## src/rtl/rf_pkg.sv

```systemverilog
// Shared types and default sizing for the multi-port register file.
package rf_pkg;

   localparam int RF_DW    = 16;
   localparam int RF_DEPTH = 16;

   typedef enum logic {
      RF_IDLE  = 1'b0,
      RF_CLEAR = 1'b1
   } rf_state_e;

endpackage

```

## src/rtl/rf_scoreboard.sv

```systemverilog
// Per-register pending bits: set by issue, cleared by writeback, bulk-cleared by the sequencer.
module rf_scoreboard
   import rf_pkg::*;
#(
   parameter int DEPTH    = RF_DEPTH,
   parameter int NRD      = 2,
   parameter int ZERO_REG = 1,
   parameter int AW       = $clog2(DEPTH)
) (
   input  logic              clk,
   input  logic              rst,
   input  logic              i_set_en,
   input  logic [AW-1:0]     i_set_addr,
   input  logic              i_clr_a_en,
   input  logic [AW-1:0]     i_clr_a_addr,
   input  logic              i_clr_b_en,
   input  logic [AW-1:0]     i_clr_b_addr,
   input  logic              i_clr_all,
   input  logic [NRD*AW-1:0] i_rd_addr,
   output logic [NRD-1:0]    o_rd_pend
);

   logic [DEPTH-1:0] r_pend;
   logic [DEPTH-1:0] w_pend_nxt;

   // Set is applied after the clears: a newer producer has issued for that register.
   always_comb begin
      w_pend_nxt = r_pend;
      if (i_clr_all) begin
         w_pend_nxt = '0;
      end else begin
         if (i_clr_a_en) w_pend_nxt[i_clr_a_addr] = 1'b0;
         if (i_clr_b_en) w_pend_nxt[i_clr_b_addr] = 1'b0;
         if (i_set_en)   w_pend_nxt[i_set_addr]   = 1'b1;
      end
      if (ZERO_REG != 0) w_pend_nxt[0] = 1'b0;
   end

   always_ff @(posedge clk or negedge rst) begin
      if (!rst) r_pend <= '0;
      else      r_pend <= w_pend_nxt;
   end

   always_comb begin
      o_rd_pend = '0;
      for (int i = 0; i < NRD; i++) begin
         o_rd_pend[i] = r_pend[i_rd_addr[i*AW +: AW]];
      end
   end

endmodule

```

## src/rtl/reg_file_mp.sv

```systemverilog
// Parametrised register file: general + link write ports, zero register, bypass,
// hazard scoreboard and a DEPTH-cycle bulk-clear sequencer.
module reg_file_mp
   import rf_pkg::*;
#(
   parameter int DW       = RF_DW,
   parameter int DEPTH    = RF_DEPTH,
   parameter int AW       = $clog2(DEPTH),
   parameter int NRD      = 2,
   parameter int LINK_IDX = DEPTH - 1,
   parameter int ZERO_REG = 1,
   parameter int BYPASS   = 1
) (
   input  logic              clk,
   input  logic              rst,
   input  logic [NRD*AW-1:0] rd_addr,
   output logic [NRD*DW-1:0] rd_data,
   output logic [NRD-1:0]    rd_pend,
   input  logic              w_en,
   input  logic [AW-1:0]     w_addr,
   input  logic [DW-1:0]     w_data,
   input  logic              lr_we,
   input  logic [DW-1:0]     lr_data,
   output logic [DW-1:0]     lr_out,
   input  logic              sb_set,
   input  logic [AW-1:0]     sb_addr,
   input  logic              clr_req,
   output logic              busy
);

   localparam logic [AW-1:0] LINK_A = AW'(LINK_IDX);
   localparam logic [AW-1:0] LAST_A = AW'(DEPTH - 1);

   logic [DW-1:0] r_regs [DEPTH];
   rf_state_e     r_state;
   logic [AW-1:0] r_idx;
   logic          r_busy;

   logic w_idle;
   logic w_gen_we;
   logic w_lr_we;
   logic w_clr_last;

   assign w_idle     = (r_state == RF_IDLE);
   assign w_gen_we   = w_idle && w_en && !((ZERO_REG != 0) && (w_addr == '0));
   assign w_lr_we    = w_idle && lr_we && !((ZERO_REG != 0) && (LINK_A == '0));
   assign w_clr_last = (r_state == RF_CLEAR) && (r_idx == LAST_A);
   assign busy       = r_busy;

   // Link write is issued after the general write so it wins a collision on LINK_IDX.
   always_ff @(posedge clk or negedge rst) begin
      if (!rst) begin
         for (int i = 0; i < DEPTH; i++) r_regs[i] <= '0;
         r_state <= RF_IDLE;
         r_idx   <= '0;
         r_busy  <= 1'b0;
      end else begin
         case (r_state)
            RF_IDLE: begin
               if (w_gen_we) r_regs[w_addr] <= w_data;
               if (w_lr_we)  r_regs[LINK_A] <= lr_data;
               if (clr_req) begin
                  r_state <= RF_CLEAR;
                  r_idx   <= '0;
                  r_busy  <= 1'b1;
               end
            end
            RF_CLEAR: begin
               r_regs[r_idx] <= '0;
               r_idx         <= r_idx + 1'b1;
               if (r_idx == LAST_A) begin
                  r_state <= RF_IDLE;
                  r_busy  <= 1'b0;
               end
            end
            default: r_state <= RF_IDLE;
         endcase
      end
   end

   function automatic logic [DW-1:0] f_read(input logic [AW-1:0] a);
      if ((ZERO_REG != 0) && (a == '0))                   return '0;
      if ((BYPASS != 0) && w_lr_we && (a == LINK_A))       return lr_data;
      if ((BYPASS != 0) && w_idle && w_en && (a == w_addr)) return w_data;
      return r_regs[a];
   endfunction

   always_comb begin
      rd_data = '0;
      for (int i = 0; i < NRD; i++) begin
         rd_data[i*DW +: DW] = f_read(rd_addr[i*AW +: AW]);
      end
      lr_out = f_read(LINK_A);
   end

   rf_scoreboard #(
      .DEPTH    (DEPTH),
      .NRD      (NRD),
      .ZERO_REG (ZERO_REG),
      .AW       (AW)
   ) u_sb (
      .clk          (clk),
      .rst          (rst),
      .i_set_en     (w_idle && sb_set),
      .i_set_addr   (sb_addr),
      .i_clr_a_en   (w_idle && w_en),
      .i_clr_a_addr (w_addr),
      .i_clr_b_en   (w_idle && lr_we),
      .i_clr_b_addr (LINK_A),
      .i_clr_all    (w_clr_last),
      .i_rd_addr    (rd_addr),
      .o_rd_pend    (rd_pend)
   );

endmodule

```

## config.mk

```make
export PLATFORM = sky130hd
export DESIGN_NAME = reg_file_mp
export DESIGN_NICKNAME = d
export VERILOG_FILES = /design/src/rtl/rf_pkg.sv /design/src/rtl/rf_scoreboard.sv /design/src/rtl/reg_file_mp.sv
export SDC_FILE = /design/constraint.sdc
export NUM_CORES = 1
export LEC_CHECK = 0
export CORE_ASPECT_RATIO = 2
export CORE_MARGIN = 4
export CORE_UTILIZATION = 35
export CTS_CLUSTER_SIZE = 12
export DETAILED_ROUTE_END_ITERATION = 8
export GPL_ROUTABILITY_DRIVEN = 0
export PLACE_DENSITY = 0.49
export SYNTH_ARGS = -nofsm -noshare
export SYNTH_HDL_FRONTEND = slang
export SYNTH_HIERARCHICAL = 1
export SYNTH_SLANG_ARGS = --single-unit
```

## constraint.sdc

```tcl
create_clock -name clk -period 3 [get_ports clk]
set_input_delay 0.6 -clock clk [delete_from_list [all_inputs] [get_ports clk]]
set_output_delay 0.6 -clock clk [all_outputs]
set_load 0.005 [all_outputs]
```

# == After elaboration in Yosys (flattened, before gate mapping) ==
# Cells that the tools add are included.
# word_totals
regBits,277
out_inout_bits,51
wordCells,138
# op_classes
addsub,1
n_lt_le_gt_ge,12
eq_ne,10
mux,66
bitwise_logic,10
reduce_logical,19
# ops
cell,count
$pmux W256 S2,1
$mux W16,28
$and A256 B256 Y256,1
$bwmux W256,1
$mux W256,1
$not A256 Y256,1
$bmux W16 S4,2
$demux W16 S4,2
$mux W1,23
$ge A5 B5 Y1 const B,4
$lt A4 B5 Y1 const B,4
$not A4 Y5,4
$and A16 B16 Y16,1
$not A16 Y16,1
$or A16 B16 Y16,1
$logic_and A1 B1 Y1,14
$eq A4 B4 Y1 const B,3
$logic_not A4 Y1,3
$lt A5 B1 Y1 const B,2
$bmux W1 S4,2
$demux W1 S4,2
$eq A4 B4 Y1,2
$ge A4 B1 Y1 const B,2
$pmux W4 S2,1
other kinds (10),12

# == Depth between registers and ports, before layout ==
# Gate-level depths: netlist of the first run.
# logic_depth
depth_word,12
ltp_mapped,8
ltp_nobuf,6

# == Hierarchy ==
# Netlist of the first run, hierarchy kept.
# modules_own_cells
module,instances,cells_each,area_per_inst_um2
reg_file_mp,1,1170,14883.0
rf_scoreboard,1,116,1107.3

# == Worst setup path after synthesis of the first run ==
# OpenSTA, ideal clock, no wires.
# synth_timing
path_kind,input-to-output
start,input port rd_addr[5]
end,output port rd_data[22]
t_arrival_ns,1.943
t_required_ns,2.400
setup_slack_ns,0.457
path_stages,6
path_buffers,2
cell_sequence,buf_2 > buf_1 > mux4_2 > a22oi_1 > a31oi_1 > a221o_1
# synth_between
elab_chain_cells,8
# synth_rtl
item,line_no,rtl
from (decl),reg_file_mp.sv:16,"input logic [NRD*AW-1:0] rd_addr,"
branches (longest 7 deep; another with $bmux W16 S4),--,
$mux W16 *,reg_file_mp.sv:83,if ((BYPASS != 0) && w_lr_we && (a == LINK_A)) return lr_data;
to (decl),reg_file_mp.sv:17,"output logic [NRD*DW-1:0] rd_data,"
# Every way passes the cells marked *. The select of a mux whose other input is x is not followed.

# == Final worst setup path of the first run ==
# layout_timing
start,register r_regs[67] (netlist bit)
end,output port rd_data[3]
# layout_between
elab_chain_cells,6
# layout_rtl
item,line_no,rtl
from (decl),reg_file_mp.sv:34,logic [DW-1:0] r_regs [DEPTH];
"from (signal, indexed assignment)",reg_file_mp.sv:60,if (w_gen_we) r_regs[w_addr] <= w_data;
"from (signal, indexed assignment)",reg_file_mp.sv:61,if (w_lr_we) r_regs[LINK_A] <= lr_data;
$bmux W16 S4,reg_file_mp.sv:85,return r_regs[a];
$mux W16 (not written as such) (2 in series),reg_file_mp.sv:85,
$mux W16,reg_file_mp.sv:85,
$mux W16,reg_file_mp.sv:84,if ((BYPASS != 0) && w_idle && w_en && (a == w_addr)) return w_data;
$mux W16,reg_file_mp.sv:83,
# No other way between the ends. The select of a mux whose other input is x is not followed.

==> results of run 1 <==
cells in the final DEF (no fill, tap or decap), types with 14 or more instances in the layout:
master,count
a22o_1,224
nor2b_1,18
mux2i_1,71
dfrtp_1,277
clkbuf_16,31
buf_2,18
nand2b_1,14
and2_1,15
o21bai_1,15
buf_6,27
nand3_1,22
a21oi_1,26
conb_1,16
clkdlybuf4s50_1,39
o221ai_1,20
a22oi_2,17
mux4_2,109
clkbuf_2,19
a221o_1,28
buf_4,238
a21oi_2,14
nand2_1,48
buf_12,40
sequential cells by signal, summed over array words and instances, names as in the netlist:
register,count
r_idx,4
busy,1
u_sb/r_pend,15
r_regs,256
r_state,1
metrics by stage:
step | instances | hold WS, ps
finish | 2185 | 485
global placement | 2069 | 478
CTS | 2168 | 491
global route | 2185 | 533
detailed placement | 2069 | 475
floorplan | 1301 | 304
routing by layer:
layer  vias up  track usage (%)
li1       5790                -
met1      7281             31.2
met2       719             49.0
met3       213             3.21
met4         0             19.1
met5         -                0
power groups by stage:
stage	combinational, mW	clock, mW	sequential [mW]
detailed placement	4.38	0	5.18
CTS	4.48	3.40	5.12
finish	4.56	3.35	5.16
floorplan	2.42	0	4.90
global placement	4.36	0	5.14
global route	4.82	3.55	5.23
repair_timing:
item	CTS	global route
pin swaps	48	19
setup buffers	52	21
endpoints found under the hold margin	10	0
hold buffers	1	0
gates cloned	8	2
resized for setup	245	84
setup endpoints to repair	50	44
final timing paths:
kind / from / end / slack, ps / cells past startpoint
min in group asynchronous: rst / r_regs[114] / 560 / 2
max: r_regs[67] / rd_data[3] / -10 / 8
max in group asynchronous: rst / r_regs[233] / 1510 / 3
min reg2reg: busy / busy / 490 / 2
min: busy / busy / 490 / 2
max reg2reg: r_state / r_regs[181] / 720 / 7
cells by family after synthesis:
group | share of synthesized area [%]
AO/OA/AOI/OAI | 21.9
flip-flops | 43.3
AND/OR/NAND/NOR | 8.82
multiplexers | 20.3
buffers and inverters | 4.78
XOR/XNOR | 0.548
adder cells (fa/ha/maj) | 0.313
other | 0.0235
critical path, delay by kind of cell, from the launching register on:
family / cells / cell delay (ps)
DFF: 1 / 410
buffers and inverters: 3 / 450
muxes: 2 / 650
and+or+nand+nor: 1 / 40
AOI/OAI and AO/OA: 2 / 290
cell type report:
type | count | area, µm²
fillers | 4106 | 23700
inverters | 7 | 31.3
repair buffers | 421 | 4070
well taps | 560 | 701
clock buffers | 36 | 752
multi-input cells | 879 | 8890
flip-flops and latches | 277 | 6930
clock inverters | 5 | 50.0
==> impl_results.md, run 1 <==
* Vias in the first global route at 14700
* P&R area growth vs syn at 34.0%
* RSZ-0062 raised after global routing: yes
* First-pass DRT Iterations at 5
* FMAX at 332 MHz
* Worst setup EP type: output port
* Synthesized area at 16000 µm²
* Routed WL at 70.0 mm
* Post-synthesis cell count at 1286
* Crit-path max FO at 2
* Outcome: complete, but fails checks
* CP Cell Sequence: buf_6, mux4_2, a22oi_2, buf_4, nand2_2, mux2i_1, a21oi_2, buf_2
* Grt total ovfl at 0
* Final instance area at 21400 µm²
* Comb power frac at 34.9%
* Final min period at 3010 ps
* FF+latch count, synth at 277
* Worst Clk Skew at 33.8 ps
* Slew at the pin closest to its max-slew limit at 1230 ps
* Worst-skew pair later-pin latency at 580 ps
* Cell taking the most area after synthesis: dfrtp_1
* N_diodes at 0
* Setup CP Type: flip-flop to output port
* Layout cells sized above 1 at 39.0%
* Post-DR wirelength/cell at 32.1 µm
* Ys Warns at 6
* Top cells by area, synth: dfrtp_1 (43%), mux4_2 (15%), a22o_1 (12%)
* Startpoint type of the worst setup path: flip-flop
* Fin crit share at 100%
* Cell Area, Placed at 19300 µm²
* Pin count of the biggest net entering global routing at 84
* DIE HEIGHT at 310 µm
* Switching portion of total power at 35.0%
* Root Driver: clkbuf_16
* Switch Pwr at 4.57 mW
* Worst path required time at 2400 ps
* IO Port Bufs at 104
* Async SR Flop Fraction at 100%
* Die X-Extent at 159 µm
* Yosys top cell area share at 43.3%
* Tot Pwr at 13.1 mW
* First-pass GRT wire length at 101 mm
* Post-synth EDFFs at 0
* Initial antenna violation count at 0
* Post-place setup slack at -771 ps
* Drc violations at 0
* Main synth FF type: dfrtp_1
* Flop pwr share at 39.5%
* Count of final hold-check violations at 0
* Final core area utilization at 47.5%
* Max_cap viols at 0
* # setup viols final at 2
* Via count at 14000
* Power Density at 610 nW/µm²
* Met3 wire len at 3.81 mm
* Initial core utilization at 35.4%
* Worst Hold Class: flip-flop to flip-flop
* Power share of the clock group at 25.6%
* Core ar. at 45100 µm²
* DR vias/cell at 6.41
* Clock buffer count from CTS at 28
* Placement Rows at 110
* IO Pins at 105
* Global-route usage over all layers at 27.6%
* Yosys cell types at 64
* Post-synthesis sequential area ratio at 43.3%
* Pint at 8.50 mW
* Initial DRC count at 1104
* Peak VDD IR at 0.000404 V
* Crit path largest cell delay at 480 ps
* Mean Syn Cell Area at 12.4 µm²
* Setup TNS at -15.0 ps
* Maximum clock insertion buffer count at 3
* Routed Antenna Nets at 0
* Worst rel slew slack at 17.8%
* Failing checks: negative setup slack
* Top post-synthesis cells by count: dfrtp_1 (277), a22o_1 (224), mux4_2 (108)
* Layout Nets at 1672
* CP max stage cell: mux4_2
* Die area at 49400 µm²
* Count leader, synth: dfrtp_1
* Met2 wire len at 35.4 mm
* CTS sink cnt at 277
* Metal-1 WL at 24.9 mm
* Hpwl dp at 47.6 mm
* CTS tree: done
* Setup slack after layout at -14.8 ps
* Leakage at 9.60 nW
* Clock H-tree levels at 1
* Max layer used: met4
* Crit path arrival time at 2410 ps
* Pins Over Slew Limit at 0
* Worst-path clk slew at 60 ps
No activity file was read; power rests on OpenSTA's default activity.
==> run 2: changes to the inputs <==
==> constraint.sdc (replaced) <==
create_clock -name clk -period 3 [get_ports clk]
set_input_delay 0.6 -clock clk [delete_from_list [all_inputs] [get_ports clk]]
set_output_delay 0.6 -clock clk [all_outputs]
set_load 0.1 [all_outputs]
==> run 2 against run 1 <==
The flow still finishes with violations (negative setup slack). Flip-flop and latch count did not move. Clock skew fell by 13 ps. Clock power rose by 1%. Critical path type unchanged. Highest routed layer unchanged.
==> impl_results.md, run 2 (synthesis gave the netlist of run 1 again) <==
* Outcome: complete, but fails checks
* Failing checks: negative setup slack
* Peak VDD IR at 0.000751 V (+86%)
* Initial DRC count at 1411 (+28%)
* Layout Nets at 1647 (-1.5%)
* Max layer used: met4
* Worst setup EP type: output port
* Count of final hold-check violations at 0 (unchanged)
* CTS tree: done
* # setup viols final at 7 (+5)
* Crit path largest cell delay at 500 ps (+20 ps)
* Worst Clk Skew at 20.5 ps (-13.2 ps)
* Crit-path max FO at 3 (+1)
* Global-route usage over all layers at 27.7% (+0.036 points)
* P&R area growth vs syn at 39.3%
* Final min period at 3050 ps (+35.9 ps)
* Power share of the clock group at 21.9% (-3.7 points)
* Final core area utilization at 49.3% (+1.9 points)
* CTS sink cnt at 277 (unchanged)
* Drc violations at 0 (unchanged)
* Largest register FFs at 256 (unchanged)
* First-pass DRT Iterations at 6 (+1)
* Pint at 9.18 mW (+8.0%)
* Final instance area at 22300 µm² (+4.0%)
* Initial antenna violation count at 0 (unchanged)
* Worst path required time at 2400 ps (about the same)
* Power Density at 696 nW/µm² (+14%)
* R2r setup slk at 660 ps (-60 ps)
* Placement Rows at 110 (unchanged)
* Die area at 49400 µm² (unchanged)
* Fin crit share at 102% (+1.2 points)
* Setup slack after layout at -50.7 ps (-35.9 ps)
* IO Pins at 105 (unchanged)
* Grt total ovfl at 0 (unchanged)
* Setup TNS at -150 ps (-135 ps)
* Core ar. at 45100 µm² (unchanged)
* N_diodes at 0 (unchanged)
* Clock buffer count from CTS at 28 (unchanged)
* Placed insts at 2043 (-1.3%)
* Reg2reg start: r_state
* Most flop-heavy register: r_regs
* Worst hold endpoint: busy
* Root Driver: clkbuf_16
* Largest regs: r_regs (256), u_sb/r_pend (15), r_idx (4)
* Initial core utilization at 35.4% (unchanged)
* Cell Count, Final, Fillers Out at 2161 (-1.1%)
* FMAX at 328 MHz (-1.2%)
* Pin count of the biggest net entering global routing at 70 (-17%)
* Worst-skew pair later-pin latency at 570 ps (about the same)
* Flop pwr share at 33.2% (-6.3 points)
* CP bufs+invs at 3 (unchanged)
* Leakage at 9.68 nW (+0.86%)
* CP top delay family: multiplexers
* Worst Hold Class: flip-flop to flip-flop
* Clock H-tree levels at 1 (unchanged)
* Pins Over Slew Limit at 0 (unchanged)
* Commonest non-fill, non-tap cell in the layout: dfrtp_1
* Switch Pwr at 6.32 mW (+38%)
* Setup CP Type: flip-flop to output port
* Switching portion of total power at 40.8% (+5.8 points)
* DIE HEIGHT at 310 µm (unchanged)
* First-pass GRT wire length at 101 mm (+0.22%)
* Tot Pwr at 15.5 mW (+19%)
* Die X-Extent at 159 µm (unchanged)
* Worst Min Path Start: busy
* RSZ-0062 raised after global routing: yes
* Worst-path clk slew at 70 ps (about the same)
* Post-DR wirelength/cell at 32.6 µm (+1.5%)
* WHS at 493 ps (+7.70 ps)
* Met2 wire len at 36.1 mm (+1.9%)
* Crit path arrival time at 2450 ps (+40 ps)
* Hpwl dp at 48.2 mm (+1.3%)
* Most frequent cells in the layout: dfrtp_1 (276), buf_4 (225), a22o_1 (224)
* Layout cells sized above 1 at 42.9% (+4.0 points)
* DR vias/cell at 6.46 (+0.76%)
* Hold-critical path depth at 2 (unchanged)
* IO Port Bufs at 104 (unchanged)
* Max_cap viols at 0 (unchanged)
* Routed WL at 70.3 mm (+0.43%)
* Comb power frac at 44.9% (+10 points)
* Cell Area, Placed at 19800 µm² (+2.4%)
* Vias in the first global route at 14500 (-1.2%)
* Startpoint type of the worst setup path: flip-flop
* FF-to-FF path depth at 6 (-1)
* Metal-1 WL at 24.7 mm (-0.77%)
* CP Cell Sequence: mux4_2, a22oi_2, buf_6, nand2_2, mux2i_1, buf_4, a21oi_4, buf_12
* Crit Reg-Reg Endpoint: r_regs[57]
* Worst rel slew slack at 16.4% (-1.4 points)
* Post-place setup slack at -446 ps (+324 ps)
* Maximum clock insertion buffer count at 3 (unchanged)
* Routed Antenna Nets at 0 (unchanged)
* CP max stage cell: mux4_2
* Via count at 14000 (-0.35%)
* Met3 wire len at 4.28 mm (+12%)
* Slew at the pin closest to its max-slew limit at 1250 ps (+20.6 ps)
==> run 2: changes by cell type in the layout (fill, tap and decap cells not counted), sizes merged <==
cell	before	now
dlygate4sd2	13	2
clkbuf	57	47
clkdlybuf4s15	9	1
buf	335	340
a31o	1	2
bufbuf	2	3
clkdlybuf4s50	39	38
clkinv	4	3
==> run 2: what timing repair did <==
item	CTS	global route
gates resized for setup	114	88
buffers inserted	37	30
hold buffers	1	0
cloned	8	5
pin swaps	29	38
setup endpoints to repair	50	48
hold endpoints to repair	8	0
==> run 2: worst register-to-register path, stage by stage (launching register included) <==
cell     delay (ps)
dfrtp_2         410
buf_6           130
buf_4           120
buf_4           180
and3_1          240
a21oi_2         930
a22o_1          270
==> run 2: metal layers <==
metal / vias to the layer above / track usage (%)
met5: - / 0
met4: 0 / 16.9
met3: 204 / 3.15
met2: 762 / 49.6
met1: 7247 / 31.7
li1: 5741 / -
==> run 2: worst max path at each step <==
stage	startpoint	to	slack, ps	cells past startpoint
after floorplan	rd_addr[1]	rd_data[0]	-360	7
after global placement	rd_addr[2]	rd_data[14]	-460	9
after detailed placement	rd_addr[2]	rd_data[14]	-450	9
after CTS	r_regs[92]	rd_data[12]	-70	8
after global routing	r_regs[121]	rd_data[9]	-140	7
final	r_regs[92]	rd_data[12]	-50	8
==> run 2: power groups by stage <==
stage / sequential (mW) / clock [mW] / combinational [mW]
3_3_place_gp: 5.14 / 0 / 6.45
5_1_grt: 5.22 / 3.59 / 7.21
3_5_place_dp: 5.18 / 0 / 6.48
2_1_floorplan: 4.95 / 0 / 4.07
4_1_cts: 5.11 / 3.45 / 6.78
6_report: 5.15 / 3.39 / 6.96
==> run 2: area by class of cell <==
class / instances / area, µm²
Clock buffer: 38 / 769
Clock inverter: 4 / 45.0
Fill cell: 3994 / 22900
Inverter: 7 / 31.3
Multi-Input combinational cell: 880 / 9350
Sequential cell: 277 / 6930
Tap cell: 560 / 701
Timing Repair Buffer: 395 / 4450
==> run 3: changes to the inputs <==
--- a/config.mk
+++ b/config.mk
@@ -7,11 +7,11 @@
 export LEC_CHECK = 0
 export CORE_ASPECT_RATIO = 2
 export CORE_MARGIN = 4
-export CORE_UTILIZATION = 35
+export CORE_UTILIZATION = 30
 export CTS_CLUSTER_SIZE = 12
 export DETAILED_ROUTE_END_ITERATION = 8
 export GPL_ROUTABILITY_DRIVEN = 0
-export PLACE_DENSITY = 0.49
+export PLACE_DENSITY = 0.43
 export SYNTH_ARGS = -nofsm -noshare
 export SYNTH_HDL_FRONTEND = slang
 export SYNTH_HIERARCHICAL = 1
==> run 3 against run 2 <==
The flow still finishes with violations (negative setup slack). Clock skew is 11 ps lower. Sequential share of layout area down 0.11 points. Global-route usage down 2.3 points. Core utilization down 6.9 points. First-iteration DRC count fell by 12%. Via count shrank 0.56%. Largest cell class unchanged.
==> impl_results.md, run 3 (synthesis gave the netlist of run 1 again) <==
* Worst rel slew slack at 18.6% (+2.2 points)
* Crit path arrival time at 2480 ps (+30 ps)
* Largest register FFs at 256 (unchanged)
* Die area at 57300 µm² (+16%)
* Commonest non-fill, non-tap cell in the layout: dfrtp_1
* CTS sink cnt at 277 (unchanged)
* Outcome: complete, but fails checks
* First-pass GRT wire length at 106 mm (+4.1%)
* Core ar. at 52700 µm² (+17%)
* Leakage at 9.67 nW (-0.20%)
* Largest regs: r_regs (256), u_sb/r_pend (15), r_idx (4)
* Most frequent cells in the layout: dfrtp_1 (277), a22o_1 (224), buf_4 (207)
* Root Driver: clkbuf_16
* Die X-Extent at 171 µm (+7.6%)
* Initial DRC count at 1237 (-12%)
* P&R area growth vs syn at 39.8%
* IO Port Bufs at 104 (unchanged)
* Initial core utilization at 30.3% (-5.1 points)
* Slew at the pin closest to its max-slew limit at 1220 ps (-32.3 ps)
* DR vias/cell at 6.16 (-4.7%)
* Setup slack after layout at -81.2 ps (-30.5 ps)
* Post-DR wirelength/cell at 33.1 µm (+1.7%)
* CP max stage cell: mux4_2
* Routed WL at 74.6 mm (+6.1%)
* Startpoint type of the worst setup path: input port
* DIE HEIGHT at 335 µm (+7.8%)
* Layout Nets at 1635 (-0.73%)
* # setup viols final at 21 (+14)
* Worst Hold Class: input port to async pin
* First-pass DRT Iterations at 5 (-1)
* Worst path required time at 2400 ps (about the same)
* Comb power frac at 44.8% (about the same)
* Peak VDD IR at 0.000897 V (+20%)
* Grt total ovfl at 0 (unchanged)
* Cell repeated most along the worst path: buf_12
* Maximum clock insertion buffer count at 3 (unchanged)
* Crit-path max FO at 13 (+10)
* FMAX at 325 MHz (-0.99%)
* Routed Antenna Nets at 0 (unchanged)
* Max_cap viols at 0 (unchanged)
* Vias in the first global route at 14400 (-0.75%)
* Initial antenna violation count at 1 (+1)
* RSZ-0062 raised after global routing: yes
* Placed insts at 2157 (+5.6%)
* FF/Latch Area at 6930 µm² (about the same)
* CP Cell Sequence: buf_6, buf_12, mux4_2, a22oi_2, a31oi_4, a221o_1, buf_12
* Clock H-tree levels at 1 (unchanged)
* CTS tree: done
* Worst setup EP type: output port
* Flop pwr share at 33.0% (-0.2 points)
* Tot Pwr at 15.6 mW (+0.37%)
* Crit path largest cell delay at 570 ps (+70 ps)
* Global-route usage over all layers at 25.4% (-2.3 points)
* Power share of the clock group at 22.2% (+0.3 points)
* Final min period at 3080 ps (+30.5 ps)
* Most flop-heavy register: r_regs
* Hpwl dp at 51.2 mm (+6.2%)
* Worst-skew pair later-pin latency at 570 ps (about the same)
* Layout cells sized above 1 at 41.9% (-0.97 points)
* Worst-path clk slew at 60 ps (about the same)
* Drc violations at 0 (unchanged)
* IO Pins at 105 (unchanged)
* Switch Pwr at 6.32 mW (about the same)
* R2r setup slk at 810 ps (+150 ps)
* Switching portion of total power at 40.6% (-0.11 points)
* Pin count of the biggest net entering global routing at 114 (+63%)
* Via count at 13900 (-0.56%)
* Fillcell total at 5048 (+26%)
* Setup CP Type: input port to output port
* Worst Clk Skew at 9.38 ps (-11.1 ps)
* Post-place setup slack at -533 ps (-86.6 ps)
* Placement Rows at 119 (+8.2%)
* Power Density at 696 nW/µm² (about the same)
* Cell Count, Final, Fillers Out at 2254 (+4.3%)
* Count of final hold-check violations at 0 (unchanged)
* Fin crit share at 103% (+1.0 points)
* Area of the multi-input gates at 9290 µm² (-0.59%)
* Pint at 9.24 mW (+0.56%)
* Clock buffer count from CTS at 28 (unchanged)
* Failing checks: negative setup slack
* Pins Over Slew Limit at 0 (unchanged)
* Setup TNS at -1060 ps (-914 ps)
## run 3: cell count changes in the layout (fill, tap and decap cells not counted), sizes merged
cell           delta
bufbuf            -1
clkdlybuf4s50     +1
diode             +1
clkbuf            -5
clkdlybuf4s15     +1
clkinv            -1
buf               -9
dlygate4sd2       +1
## run 3: through the flow
stage / utilization, % / hold slack, ps / instance area [µm²]
final: 42.4 / 410 / 22400
after detailed placement: 38.1 / 393 / 20100
after floorplan: - / 304 / 16400
after global routing: 42.4 / 402 / 22400
after CTS: 41.3 / 394 / 21800
after global placement: 38.1 / 393 / 20100
## run 3: layer usage
layer / track usage, % / wire [µm] / vias to the layer above
li1: - / - / 5717
met5: 0 / 15 / -
met2: 45.2 / 39500 / 608
met3: 2.88 / 3850 / 152
met1: 29.3 / 26500 / 7397
met4: 14.0 / 4820 / 2
## run 3: layout make-up
cell class              count  area share (%)
diodes                      1          0.0112
clock buffers              38            3.58
clock inverters             3           0.179
inverters                   7           0.140
multi-input cells         880            41.6
flip-flops and latches    277            31.0
well taps                 665            3.72
repair buffers            383            19.8
## run 3: path summary, 6_finish.rpt
kind | start | end | cells past startpoint
setup / recovery | rd_addr[5] | rd_data[31] | 7
hold reg to reg | busy | busy | 2
setup reg to reg | r_state | r_regs[36] | 8
min in group clk | busy | busy | 2
hold / removal | rst | u_sb/r_pend[12] | 2
max in group asynchronous | rst | r_regs[157] | 3
## run 3: repair_timing
action                                 in CTS  in global routing
pin swaps                                  28                 26
gates cloned                                7                  5
setup endpoints to repair                  46                 38
resized for setup                         117                 77
setup buffers                              33                 11
endpoints found under the hold margin       1                  0
hold buffers                                1                  0
## run 3: power by group through the flow
stage	clock network (mW)	registers, mW	logic [mW]
after floorplan	0	4.95	4.07
after global placement	0	5.12	6.65
after detailed placement	0	5.16	6.68
after CTS	3.52	5.10	6.90
after global routing	3.66	5.22	7.24
final	3.46	5.13	6.97
## run 3: worst max-delay path, delay by kind of cell
family | cells | cell delay [ps]
AOI/OAI and AO/OA | 3 | 670
buffers and inverters | 3 | 610
muxes | 1 | 570
==> edit 1 (config.mk and constraints of run 1) <==
Register the output `rd_data`, without a reset; this adds one clock of latency there. The other outputs are not delayed to match.
--- a/src/rtl/reg_file_mp.sv
+++ b/src/rtl/reg_file_mp.sv
@@ -30,6 +30,8 @@
 
    localparam logic [AW-1:0] LINK_A = AW'(LINK_IDX);
    localparam logic [AW-1:0] LAST_A = AW'(DEPTH - 1);
+
+   logic [NRD*DW-1:0] rd_data_d;
 
    logic [DW-1:0] r_regs [DEPTH];
    rf_state_e     r_state;
@@ -86,9 +88,9 @@
    endfunction
 
    always_comb begin
-      rd_data = '0;
+      rd_data_d = '0;
       for (int i = 0; i < NRD; i++) begin
-         rd_data[i*DW +: DW] = f_read(rd_addr[i*AW +: AW]);
+         rd_data_d[i*DW +: DW] = f_read(rd_addr[i*AW +: AW]);
       end
       lr_out = f_read(LINK_A);
    end
@@ -112,5 +114,9 @@
       .o_rd_pend    (rd_pend)
    );
 
+   always_ff @(posedge clk) begin
+      rd_data <= rd_data_d;
+   end
+
 endmodule
 
Behaviour: not the same (Yosys sat finds a counterexample within 4 cycles, from zero or initial values and one cycle with rst low).
==> edit 1 against run 1 <==
  * Synthesized area rose by 3.9%
  * Worst hold slack improved by 16 ps
  * Global-route usage fell by 0.54 points
  * Cell count rose by 3.2%
  * Utilization fell by 3.4 points
  * Routed wire length rose by 0.16%
  * Sequential cell count rose by 32
  * Clock power rose by 23%
  * Critical path type is now input port to output pin
  * Power rose by 8.2%
  * Highest routed layer unchanged
  * Design area fell by 3.7%
  * Setup slack improved by 85 ps
==> edit 1: results (changes against run 1) <==
[power_and_ir_drop]
pwr-share-clk_pct=29.2  ; +3.6 points
power.combinational.total_mw=4.21  ; -7.7%
comb_power_share_pct=29.8  ; -5.1 points
power_leakage_nw=9.00  ; -6.3%
irDropWorstVdd_mv=0.448  ; +11%

[setup_path]
timing.critical_path.fanout_max=7  ; +5
ff2ff_path_depth=9  ; +2
crit_path_top_delay_cell=sky130_fd_sc_hd__clkdlybuf4s50_1
cp.arrival_ps=2330  ; -80 ps
critPathTopFamily=buffers and inverters

[grt]
first_global_vias=14500  ; -1.3%
gr-usage-met3_pct=2.58  ; -0.63 points
grt.met2_usage_pct=48.7  ; -0.30 points

[drt]
drt-initial-drc-count=1111  ; +0.63%
finalWirelength_mm=70.2  ; +0.16%
detail_route.wirelength.met1_mm=23.9  ; -4.0%
post_drt_via_cell_ratio=6.18  ; -3.6%
wl_met2_mm=36.8  ; +3.8%
first_pass_iters=8  ; +3

[cells_and_area]
biggestRegsByFlops=r_regs x256, rd_data x32, u_sb/r_pend x15
nNetsFinal=1663  ; -0.54%
ratio_of_cells_with_drive_above_1_in_the_final_layout_pct=23.0  ; -16 points
finish.cell_count_without_fillers=2255  ; +3.2%

[synthesis]
postSynth.asyncResetShare_pct=89.6  ; -10 points
synth-adder-area-share_pct=0.301  ; -0.012 points
synth_xor_xnor_area_share_pct=0.527  ; -0.021 points
ys_seq_area_share_pct=45.6  ; +2.2 points

[sta]
timing.final.setup_violations=0  ; -2
max_slew_margin_pct=9.80  ; -8.0 points

[run_status]
run_status=complete, no violations

[place]
detailed_place.area_um2=19400  ; +0.64%

[clock_tree]
htree_num_levels=2  ; +1
clkLatencyLatePin_ps=550  ; -30 ps
clock_buffers_created_by_tritoncts=34  ; +21%

-- edit 1: final timing paths --
| path | to | slack [ps] | from |
|---|---|---|---|
| max in group asynchronous | r_regs[202] | 1600 | rst |
| worst min register to register | busy | 500 | busy |
| worst min-delay path | busy | 500 | busy |
| worst max register to register | rd_data[8] | 550 | r_state |
| min in group asynchronous | r_regs[149] | 590 | rst |
| worst max-delay path | lr_out[13] | 70 | w_addr[3] |
-- edit 1: final cells by class --
cell class	instances	area (µm²)
fillers	4517	26200
multi-input cells	962	8450
flip-flops and latches	309	7570
repair buffers	291	2750
clock buffers	51	945
well taps	627	785
clock inverters	8	90.1
inverters	7	36.3
-- edit 1: repair_timing --
item,in CTS,in global routing
endpoints found under the setup margin,18,7
buffers inserted,14,1
pin swaps,6,2
gates resized for setup,34,1
endpoints found under the hold margin,32,0
hold buffers,1,0
==> edit 2 (config.mk and constraints of run 1) <==
Without the edit above. `ZERO_REG` is set to 1 in 2 places; all go to 0.
--- a/src/rtl/rf_scoreboard.sv
+++ b/src/rtl/rf_scoreboard.sv
@@ -4,7 +4,7 @@
 #(
    parameter int DEPTH    = RF_DEPTH,
    parameter int NRD      = 2,
-   parameter int ZERO_REG = 1,
+   parameter int ZERO_REG = 0,
    parameter int AW       = $clog2(DEPTH)
 ) (
    input  logic              clk,
--- a/src/rtl/reg_file_mp.sv
+++ b/src/rtl/reg_file_mp.sv
@@ -8,7 +8,7 @@
    parameter int AW       = $clog2(DEPTH),
    parameter int NRD      = 2,
    parameter int LINK_IDX = DEPTH - 1,
-   parameter int ZERO_REG = 1,
+   parameter int ZERO_REG = 0,
    parameter int BYPASS   = 1
 ) (
    input  logic              clk,
Behaviour: not the same (a bounded check fails within 4 cycles, from zero or initial values and one cycle with rst low).
==> edit 2 against run 1 <==
  * The run still ends with setup timing left
  * Design area is 3.3% lower
  * Sequential cell count is 1 higher
  * Routed wire length fell by 9.3%
  * Power is 1.5% lower
  * Setup slack better by 5.8 ps
  * Synthesized area shrank 0.64%
  * First-iteration DRC count increased by 2.5%
==> edit 2: results (changes against run 1) <==
[run_status]
run_status=complete, but fails checks
violations_in_the_final_reports=setup timing

[cells_and_area]
biggestRegsByFlops=r_regs x256, u_sb/r_pend x16, r_idx x4
layout.non_clock_inverters=4  ; -3
multi_input_area_um2=8880  ; -0.17%
non_clock_buffer_count=345  ; -18%
num-clock-buffers=41  ; +14%
sh_seq_area_pct=33.6  ; +1.2 points
layout.filler_cells=4081  ; -0.61%
layout.nonclk_buf_share_pct=15.9  ; -3.1 points
area_delta_synth_final_pct=30.3
nNetsFinal=1690  ; +1.1%
clock_area_share_pct=4.18  ; +0.44 points
nMultiInputCombCells=974  ; +11%
ratio_of_cells_with_drive_above_1_in_the_final_layout_pct=30.0  ; -9.0 points

[setup_path]
timing.critical_path.fanout_max=12  ; +10
crit_path_top_delay_cell=sky130_fd_sc_hd__mux4_1
critical_path.endpoint=rd_pend[0]
crit-reg2reg-capture=r_regs[222]
startpoint=rd_addr[0]
max_stage_delay_ps=570  ; +90 ps
critPathTopFamily=buffers and inverters

[power_and_ir_drop]
p_sw_mw=4.41  ; -3.4%
power_leakage_nw=9.25  ; -3.7%
power.combinational.total_mw=4.15  ; -9.0%
pwr-share-clk_pct=27.2  ; +1.6 points

[grt]
track_usage_pct=25.8  ; -1.8 points
grt_first_pass_wirelength_mm=95.3  ; -5.8%
gr-usage-met3_pct=2.88  ; -0.33 points
grt_util_met1_pct=32.5  ; +1.3 points

[drt]
drt-initial-drc-count=1132  ; +2.5%
first_pass_iters=8  ; +3
detail_route.wirelength.met1_mm=24.9  ; about the same
vias=13700  ; -2.1%
route.met3.wl_mm=2.89  ; -24%
post_drt_via_cell_ratio=6.21  ; -3.1%
post_drt_wl_per_cell_um=28.8  ; -10%

[place]
detailed_place.area_um2=18900  ; -2.0%
pre_cts_slack_ps=-803  ; -32.7 ps
dp_hpwl_mm=45.5  ; -4.4%
placedCellCount=2116  ; +2.3%

[synthesis]
netlist_top_cells_area=sky130_fd_sc_hd__dfrtp_1 44%, sky130_fd_sc_hd__a22o_1 13%, sky130_fd_sc_hd__mux2i_1 9.3%, sky130_fd_sc_hd__mux4_2 9.1%, sky130_fd_sc_hd__o22ai_1 2.5%
synthDistinctLibCells=49  ; -23%
ys_seq_area_share_pct=43.8  ; +0.44 points
synthesis.instances=1381  ; +7.4%
ys_top_cells_by_count=278 x sky130_fd_sc_hd__dfrtp_1, 240 x sky130_fd_sc_hd__a22o_1, 148 x sky130_fd_sc_hd__mux2i_1

[sta]
totalNegativeSetupSlack_ps=-8.98  ; +6.06 ps
setup_slack_ps=-8.98  ; +5.83 ps
whs_ps=507  ; +22.1 ps
timing.final.setup_violations=1  ; -1

[clock_tree]
clkLatencyLatePin_ps=560  ; -20 ps
post_cts.resized_instances=266  ; +8.6%
clock_buffers_created_by_tritoncts=29  ; +3.6%
postCtsSetupRepairBufs=39  ; -25%
htree_num_levels=1  ; unchanged

-- edit 2: cell count changes after synthesis, moves of 25 or more --
cell / change
sky130_fd_sc_hd__o22ai_1: +47
sky130_fd_sc_hd__o31ai_1: +32
sky130_fd_sc_hd__nor2_1: +58
sky130_fd_sc_hd__nand2_1: +27
sky130_fd_sc_hd__clkbuf_1: +27
sky130_fd_sc_hd__mux4_2: -44
sky130_fd_sc_hd__a211oi_1: +25
sky130_fd_sc_hd__and3_1: +28
sky130_fd_sc_hd__mux2i_1: +75
-- edit 2: cell families after synthesis --
group                    count (synthesis)  synth area share (%)
AND/OR/NAND/NOR                        273                  8.66
flip-flops                             278                  43.8
multiplexers                           220                  19.7
adder cells (fa/ha/maj)                  4                 0.315
buffers and inverters                  150                  4.35
AO/OA/AOI/OAI                          445                  22.6
XOR/XNOR                                10                 0.551
other                                    1                0.0236
